**src/rtl/viterbi_pkg.sv**
```systemverilog
// Shared Viterbi definitions: normalisation modes, clog2 and the lane-packing helper.
// Lane i of a packed metric bus sits at bits [lane_lsb(i, w) +: w].
package viterbi_pkg;

  localparam int NORM_MIN    = 0;
  localparam int NORM_THRESH = 1;

  function automatic int clog2(input int n);
    int r;
    r = 0;
    while ((1 << r) < n) r++;
    return r;
  endfunction

  function automatic int lane_lsb(input int lane, input int w);
    return lane * w;
  endfunction

endpackage

```
**src/rtl/pm_min_tree.sv**
```systemverilog
// Combinational balanced argmin tree over NUM_STATES packed lanes.
// Ties resolve to the lowest lane index because the left child is kept unless the right is strictly smaller.
module pm_min_tree
  import viterbi_pkg::*;
#(
  parameter  int NUM_STATES = 4,
  parameter  int PM_W       = 4,
  localparam int IDX_W      = clog2(NUM_STATES)
) (
  input  logic [NUM_STATES*PM_W-1:0] lanes,
  output logic [PM_W-1:0]            min_val,
  output logic [IDX_W-1:0]           min_idx
);

  for (genvar l = 0; l <= IDX_W; l++) begin : g_lvl
    localparam int N = NUM_STATES >> l;
    logic [PM_W-1:0]  val [N];
    logic [IDX_W-1:0] idx [N];

    if (l == 0) begin : g_leaf
      for (genvar i = 0; i < N; i++) begin : g_in
        assign val[i] = lanes[lane_lsb(i, PM_W) +: PM_W];
        assign idx[i] = IDX_W'(i);
      end
    end else begin : g_node
      for (genvar i = 0; i < N; i++) begin : g_cmp
        logic take_right_s;
        assign take_right_s = g_lvl[l-1].val[2*i+1] < g_lvl[l-1].val[2*i];
        assign val[i] = take_right_s ? g_lvl[l-1].val[2*i+1] : g_lvl[l-1].val[2*i];
        assign idx[i] = take_right_s ? g_lvl[l-1].idx[2*i+1] : g_lvl[l-1].idx[2*i];
      end
    end
  end

  assign min_val = g_lvl[IDX_W].val[0];
  assign min_idx = g_lvl[IDX_W].idx[0];

endmodule

```
**src/rtl/pm_store_norm.sv**
```systemverilog
// Path-metric store for the Viterbi decoder: registers normalised ACS metrics,
// tracks the best state and a sticky saturation flag.
module pm_store_norm
  import viterbi_pkg::*;
#(
  parameter  int          NUM_STATES = 4,
  parameter  int          PM_W       = 4,
  parameter  int          NORM_MODE  = NORM_MIN,
  parameter  int unsigned INIT_PEN   = (32'd1 << PM_W) - 32'd1,
  localparam int          IDX_W      = clog2(NUM_STATES)
) (
  input  logic                       clk,
  input  logic                       reset,
  input  logic                       start,
  input  logic                       npm_valid,
  input  logic [NUM_STATES*PM_W-1:0] npm,
  output logic [NUM_STATES*PM_W-1:0] pm,
  output logic                       pm_valid,
  output logic [IDX_W-1:0]           best_state,
  output logic                       norm_event,
  output logic                       sat
);

  localparam logic [PM_W-1:0] HALF      = {1'b1, {(PM_W-1){1'b0}}};
  localparam logic [PM_W-1:0] INIT_LANE = PM_W'(INIT_PEN);

  logic [PM_W-1:0]            npm_min_s;
  logic [IDX_W-1:0]           npm_min_idx_unused_s;
  logic [PM_W-1:0]            best_min_unused_s;
  logic [IDX_W-1:0]           best_idx_s;
  logic                       all_msb_s;
  logic                       sat_hit_s;
  logic [PM_W-1:0]            sub_s;
  logic [NUM_STATES*PM_W-1:0] sub_lanes_s;

  logic [NUM_STATES*PM_W-1:0] pm_d, pm_q;
  logic [IDX_W-1:0]           best_d, best_q;
  logic                       pm_valid_d, pm_valid_q;
  logic                       norm_event_d, norm_event_q;
  logic                       sat_d, sat_q;

  pm_min_tree #(.NUM_STATES(NUM_STATES), .PM_W(PM_W)) u_npm_min (
    .lanes   (npm),
    .min_val (npm_min_s),
    .min_idx (npm_min_idx_unused_s)
  );

  // The same tree shape runs on the normalised lanes so best_state matches the stored metrics.
  pm_min_tree #(.NUM_STATES(NUM_STATES), .PM_W(PM_W)) u_best_min (
    .lanes   (sub_lanes_s),
    .min_val (best_min_unused_s),
    .min_idx (best_idx_s)
  );

  always_comb begin
    all_msb_s   = 1'b1;
    sat_hit_s   = 1'b0;
    sub_lanes_s = '0;
    for (int i = 0; i < NUM_STATES; i++) begin
      all_msb_s = all_msb_s & npm[lane_lsb(i, PM_W) + PM_W - 1];
      sat_hit_s = sat_hit_s | (npm[lane_lsb(i, PM_W) +: PM_W] == {PM_W{1'b1}});
    end
    if (NORM_MODE == NORM_MIN) begin
      sub_s = npm_min_s;
    end else begin
      sub_s = all_msb_s ? HALF : {PM_W{1'b0}};
    end
    // sub never exceeds any lane in either mode, so no lane can wrap.
    for (int i = 0; i < NUM_STATES; i++) begin
      sub_lanes_s[lane_lsb(i, PM_W) +: PM_W] = npm[lane_lsb(i, PM_W) +: PM_W] - sub_s;
    end
  end

  always_comb begin
    pm_d         = pm_q;
    best_d       = best_q;
    sat_d        = sat_q;
    pm_valid_d   = 1'b0;
    norm_event_d = 1'b0;
    if (start) begin
      for (int i = 0; i < NUM_STATES; i++) begin
        pm_d[lane_lsb(i, PM_W) +: PM_W] = (i == 0) ? {PM_W{1'b0}} : INIT_LANE;
      end
      best_d = '0;
      sat_d  = 1'b0;
    end else if (npm_valid) begin
      pm_d         = sub_lanes_s;
      best_d       = best_idx_s;
      sat_d        = sat_q | sat_hit_s;
      pm_valid_d   = 1'b1;
      norm_event_d = (sub_s != {PM_W{1'b0}});
    end else begin
      pm_d = pm_q;
    end
  end

  always_ff @(posedge clk or negedge reset) begin
    if (!reset) begin
      pm_q         <= '0;
      best_q       <= '0;
      pm_valid_q   <= 1'b0;
      norm_event_q <= 1'b0;
      sat_q        <= 1'b0;
    end else begin
      pm_q         <= pm_d;
      best_q       <= best_d;
      pm_valid_q   <= pm_valid_d;
      norm_event_q <= norm_event_d;
      sat_q        <= sat_d;
    end
  end

  assign pm         = pm_q;
  assign best_state = best_q;
  assign pm_valid   = pm_valid_q;
  assign norm_event = norm_event_q;
  assign sat        = sat_q;

endmodule

```
**config.mk**
```make
export PLATFORM = sky130hd
export DESIGN_NAME = pm_store_norm
export DESIGN_NICKNAME = d
export VERILOG_FILES = /design/src/rtl/viterbi_pkg.sv /design/src/rtl/pm_min_tree.sv /design/src/rtl/pm_store_norm.sv
export SDC_FILE = /design/constraint.sdc
export NUM_CORES = 1
export LEC_CHECK = 0
export BUFFER_PORTS_ARGS = -buffer_cell sky130_fd_sc_hd__buf_2
export CAP_MARGIN = 15
export CORE_MARGIN = 1
export CORE_UTILIZATION = 60
export DETAILED_ROUTE_END_ITERATION = 10
export PLACE_DENSITY_LB_ADDON = 0.3
export SETUP_SLACK_MARGIN = 0.15
export SLEW_MARGIN = 20
export SYNTH_ARGS = -nofsm -noshare
export SYNTH_HDL_FRONTEND = slang
export SYNTH_SLANG_ARGS = --single-unit
```
**constraint.sdc**
```tcl
create_clock -name clk -period 2.3 [get_ports clk]
set_clock_uncertainty 0.05 [all_clocks]
set_input_delay 0.115 -clock clk [delete_from_list [all_inputs] [get_ports clk]]
set_output_delay 0.115 -clock clk [all_outputs]
set_load 0.02 [all_outputs]
```
==> metrics, run 1 <==
DPL Wire Length=about 5700 um; syn_nets=301; Seq/Total Area, Yosys=24.40%; TritonCTS Buffers=3; die width=61.91 um; Halt Stage=4_1_cts; status=aborted with a tool error; Mapped Area=roughly 2200 um^2; flops & latches, synth=21; Post-CTS Setup Inserts=31; clk buf depth=2; Err=[ERROR DPL-0038] Utilization greater than 100%, impossible to legalize; Die H=~62 um; clock sinks=21; root buf cell=clkbuf_4; synthesized instance count=243; Setup WS pre-CTS=-3.295 ns; Final GP Congestion=roughly 0.85; Port Buffers=40; post-CTS resize count=75; yosys warns=0; FP Rows=21; Synth cell types=39; Synth Area per Inst=8.861 um^2; CTS H-tree lvls=1; Cells after DPL=391; CTS Hold Buffers Added=1; Ports=41; Initial Util=63.53%
kinds of logic after synthesis:
family / Yosys count / synth area share [%]
compound gates: 55 / 17.61
fa+ha+maj: 39 / 24.00
buf+inv: 41 / 7.205
mux: 16 / 7.728
xor+xnor: 12 / 4.881
simple gates: 59 / 14.18
flops: 21 / 24.40
cell usage after synthesis:
master     count  share of area [%]
a211o_1        6                2.4
a211oi_1       2               0.70
a21o_1         6                2.1
a21oi_1       11                2.6
a221oi_2       1               0.70
a311o_1        1               0.46
a31oi_1        3               0.87
buf_2          1               0.23
clkbuf_1       6                1.0
dfrtp_1       21                 24
fa_1           4                3.7
ha_1          34                 20
inv_1         34                5.9
maj3_2         1               0.52
mux2_2         1               0.52
mux2_4         1               0.70
mux2i_1       14                6.5
nand2_1       14                2.4
nand2b_1       8                2.3
nand3_1        1               0.23
nand4_1        5                1.5
nor2_1        11                1.9
nor2_2         1               0.29
nor2_4         1               0.52
nor2b_1        7                2.0
nor3_1         8                1.9
nor4_1         2               0.58
o2111ai_1      1               0.41
o211a_1        1               0.46
o211ai_1       1               0.35
o21a_1         3                1.0
o21ai_0       14                3.3
o21bai_1       1               0.35
o21bai_4       1               0.87
o22ai_1        1               0.29
o31a_1         1               0.41
o31ai_1        1               0.35
or3_4          1               0.52
xnor2_1       12                4.9
metrics by stage:
step	area [um^2]	util, %
after detailed placement	3115	91.92
after floorplan	2355	-
after global placement	3115	91.92
==> run 2: changes to the inputs <==
--- a/config.mk
+++ b/config.mk
@@ -8,10 +8,9 @@
 export BUFFER_PORTS_ARGS = -buffer_cell sky130_fd_sc_hd__buf_2
 export CAP_MARGIN = 15
 export CORE_MARGIN = 1
-export CORE_UTILIZATION = 60
+export CORE_UTILIZATION = 40
 export DETAILED_ROUTE_END_ITERATION = 10
-export PLACE_DENSITY_LB_ADDON = 0.3
-export SETUP_SLACK_MARGIN = 0.15
+export PLACE_DENSITY_LB_ADDON = 0.15
 export SLEW_MARGIN = 20
 export SYNTH_ARGS = -nofsm -noshare
 export SYNTH_HDL_FRONTEND = slang
==> metrics, run 2 <==
initial antenna violation count=0; asr flop ratio synth=100.0%; global-route wire length before repair=just under 10000 um; die area=around 5700 um^2; Initial Util=41.89%; Multi-input gate area=around 1900 um^2; max FFs per register=16; final net count=418; post-route design area=3592 um^2; Max Cap Viol=0; Top delay family on crit path=adder cells; core box area=5140 um^2; Reg clk slew, reported paths=0.08 ns; Critical Path Most Common Cell=mux2i_1; worst path bufs/invs=5; Relative slew margins=57.57%; Max Fclk=195.2 MHz; die width=75.37 um; DRC Markers=0; largest net degree at the start of global routing=38; ranking of synthesized cells by area=dfrtp_1 (24%), ha_1 (20%), mux2i_1 (6.5%), inv_1 (5.9%), xnor2_1 (4.9%); Seq/Total Area, Yosys=about 24%; yosys warns=0; Setup WS post-layout=-2.823 ns; share of cells above drive strength 1=52.65%; fin. max-slew vios=0; drt total wl=approximately 6200 um; WS Path Type=in2reg; Worst Setup End Kind=register; DRT iter0 DRCs=105; most frequent cells after synthesis=ha_1 (34), inv_1 (34), dfrtp_1 (21); Slowest-stage cell, CP=fa_1; setup_tns=-24.57 ns; ys flop type=dfrtp_1; Ports=41; violations in the final reports=negative setup slack; FP Rows=26; via count=2173; fin crit period=approximately 5.1 ns; Pre-Repair DR Iteration Count=4; Clock Latency Late Sink=0.26 ns; top cell type's share of synthesized area=24.40%; GRT Util Overall=between 20 and 25%; commonest non-fill, non-tap cells in the layout=buf_4 (66), buf_2 (36), inv_1 (26); unrepaired setup endpoints after global routing=true; synthesized instance count=243; syn_nets=between 300 and 400; # diodes=0; DR vias/cell=5.065; flops & latches, synth=21; total power=about 3400 uW; Mapped Area=2153 um^2; Synth area leader=dfrtp_1; Port Buffers=40; Final GP Congestion=0.7926; TritonCTS clock tree=built; CP Data Arrival Time=about 5.3 ns; Filler cells=421; Synth cell types=39; Post-synth EDFFs=0; Tightest Pin Transition=~0.64 ns; TritonCTS Buffers=3; CP peak stage delay=0.41 ns; status=finished with violations; CTS H-tree lvls=1; WL/cell=14.42 um; clk buf depth=2; final worst path period share=222.7%; count of final hold-check violations=0; static leakage=around 0.0017 uW; root buf cell=clkbuf_8; vias in the first global route=2130; Antenna Violating Nets Remaining=0; CP max FO=4; DPL Wire Length=4390 um; Synth Area per Inst=8.861 um^2; Area Overhead vs Synth=66.82%; Worst VDD drop=0.0005954 V; final setup vio count=19; register area=525.5 um^2; worst min path class=in2reg; commonest non-fill, non-tap cell in the layout=buf_4; Data required, critical path=2.45 ns; clock sinks=21; Die H=75.37 um; P per Cell Area=939.8 nW/um^2; crit path launch type=input pin; placed inst area=3080 um^2; grt ovf=0
## run 2: metal layers
layer	vias to the layer above	wire, um	global-route usage, %
met5	-	0	0
met4	0	48	3.086
met3	4	205	2.778
li1	1077	-	-
met2	49	3189	40.38
met1	1043	2742	28.87
## run 2: logic make-up (layout without fill, tap and decap cells)
kind of cell               Yosys count  in the layout  share of synthesized area (%)
and+or+nand+nor                     59             59                          14.18
AOI/OAI and AO/OA                   55             55                          17.61
buffers and inverters               41            157                          7.205
adders and majority gates           39             39                          24.00
DFF                                 21             21                          24.40
muxes                               16             16                          7.728
xor gates and xnor gates            12             12                          4.881
## run 2: metrics by stage
| stage | hold slack [ns] | worst slack [ns] | instances | util, % |
|---|---|---|---|---|
| finish | 0.1834 | -2.823 | 429 | 69.89 |
| CTS | 0.1739 | -2.582 | 426 | 67.82 |
| floorplan | -0.2306 | -2.729 | 243 | - |
| global route | 0.2244 | -3.032 | 429 | 69.89 |
| global placement | 0.03772 | -2.933 | 408 | 59.93 |
| detailed placement | 0.05163 | -3.057 | 408 | 59.93 |
## run 2: path summary, 6_finish.rpt
path / start / depth (start not counted) / slack (ns) / to
min in group asynchronous: reset / 2 / 0.28 / pm_valid
worst max register to register: best_state[0] / 3 / 1.31 / best_state[0]
max in group asynchronous: reset / 2 / 1.59 / pm[2]
worst max-delay path: npm[11] / 27 / -2.82 / best_state[0]
worst min-delay path: start / 2 / 0.18 / pm[2]
worst min register to register: best_state[1] / 2 / 0.44 / best_state[1]
## run 2: area by class of cell
cell class	count	share of cell area, %
Multi-Input combinational cell	181	53.05
Tap cell	70	2.438
Inverter	34	4.180
Sequential cell	21	14.63
Timing Repair Buffer	119	24.45
Clock buffer	4	1.254
## run 2: what timing repair did
item	4_1_cts	5_1_grt
hold buffers	1	0
endpoints found under the setup margin	19	19
resized for setup	47	14
pin swaps	20	15
endpoints found under the hold margin	21	0
setup buffers	14	4
## run 2: where the power goes
part	leakage, uW	switching, uW	total [uW]	internal (uW)
Sequential	0.000238	26.7	455	429
Clock	0.0000228	120	244	124
Combinational	0.00145	1280	2680	1390
Total	0.00171	1430	3380	1950
Power figures use the tool's default switching activity.
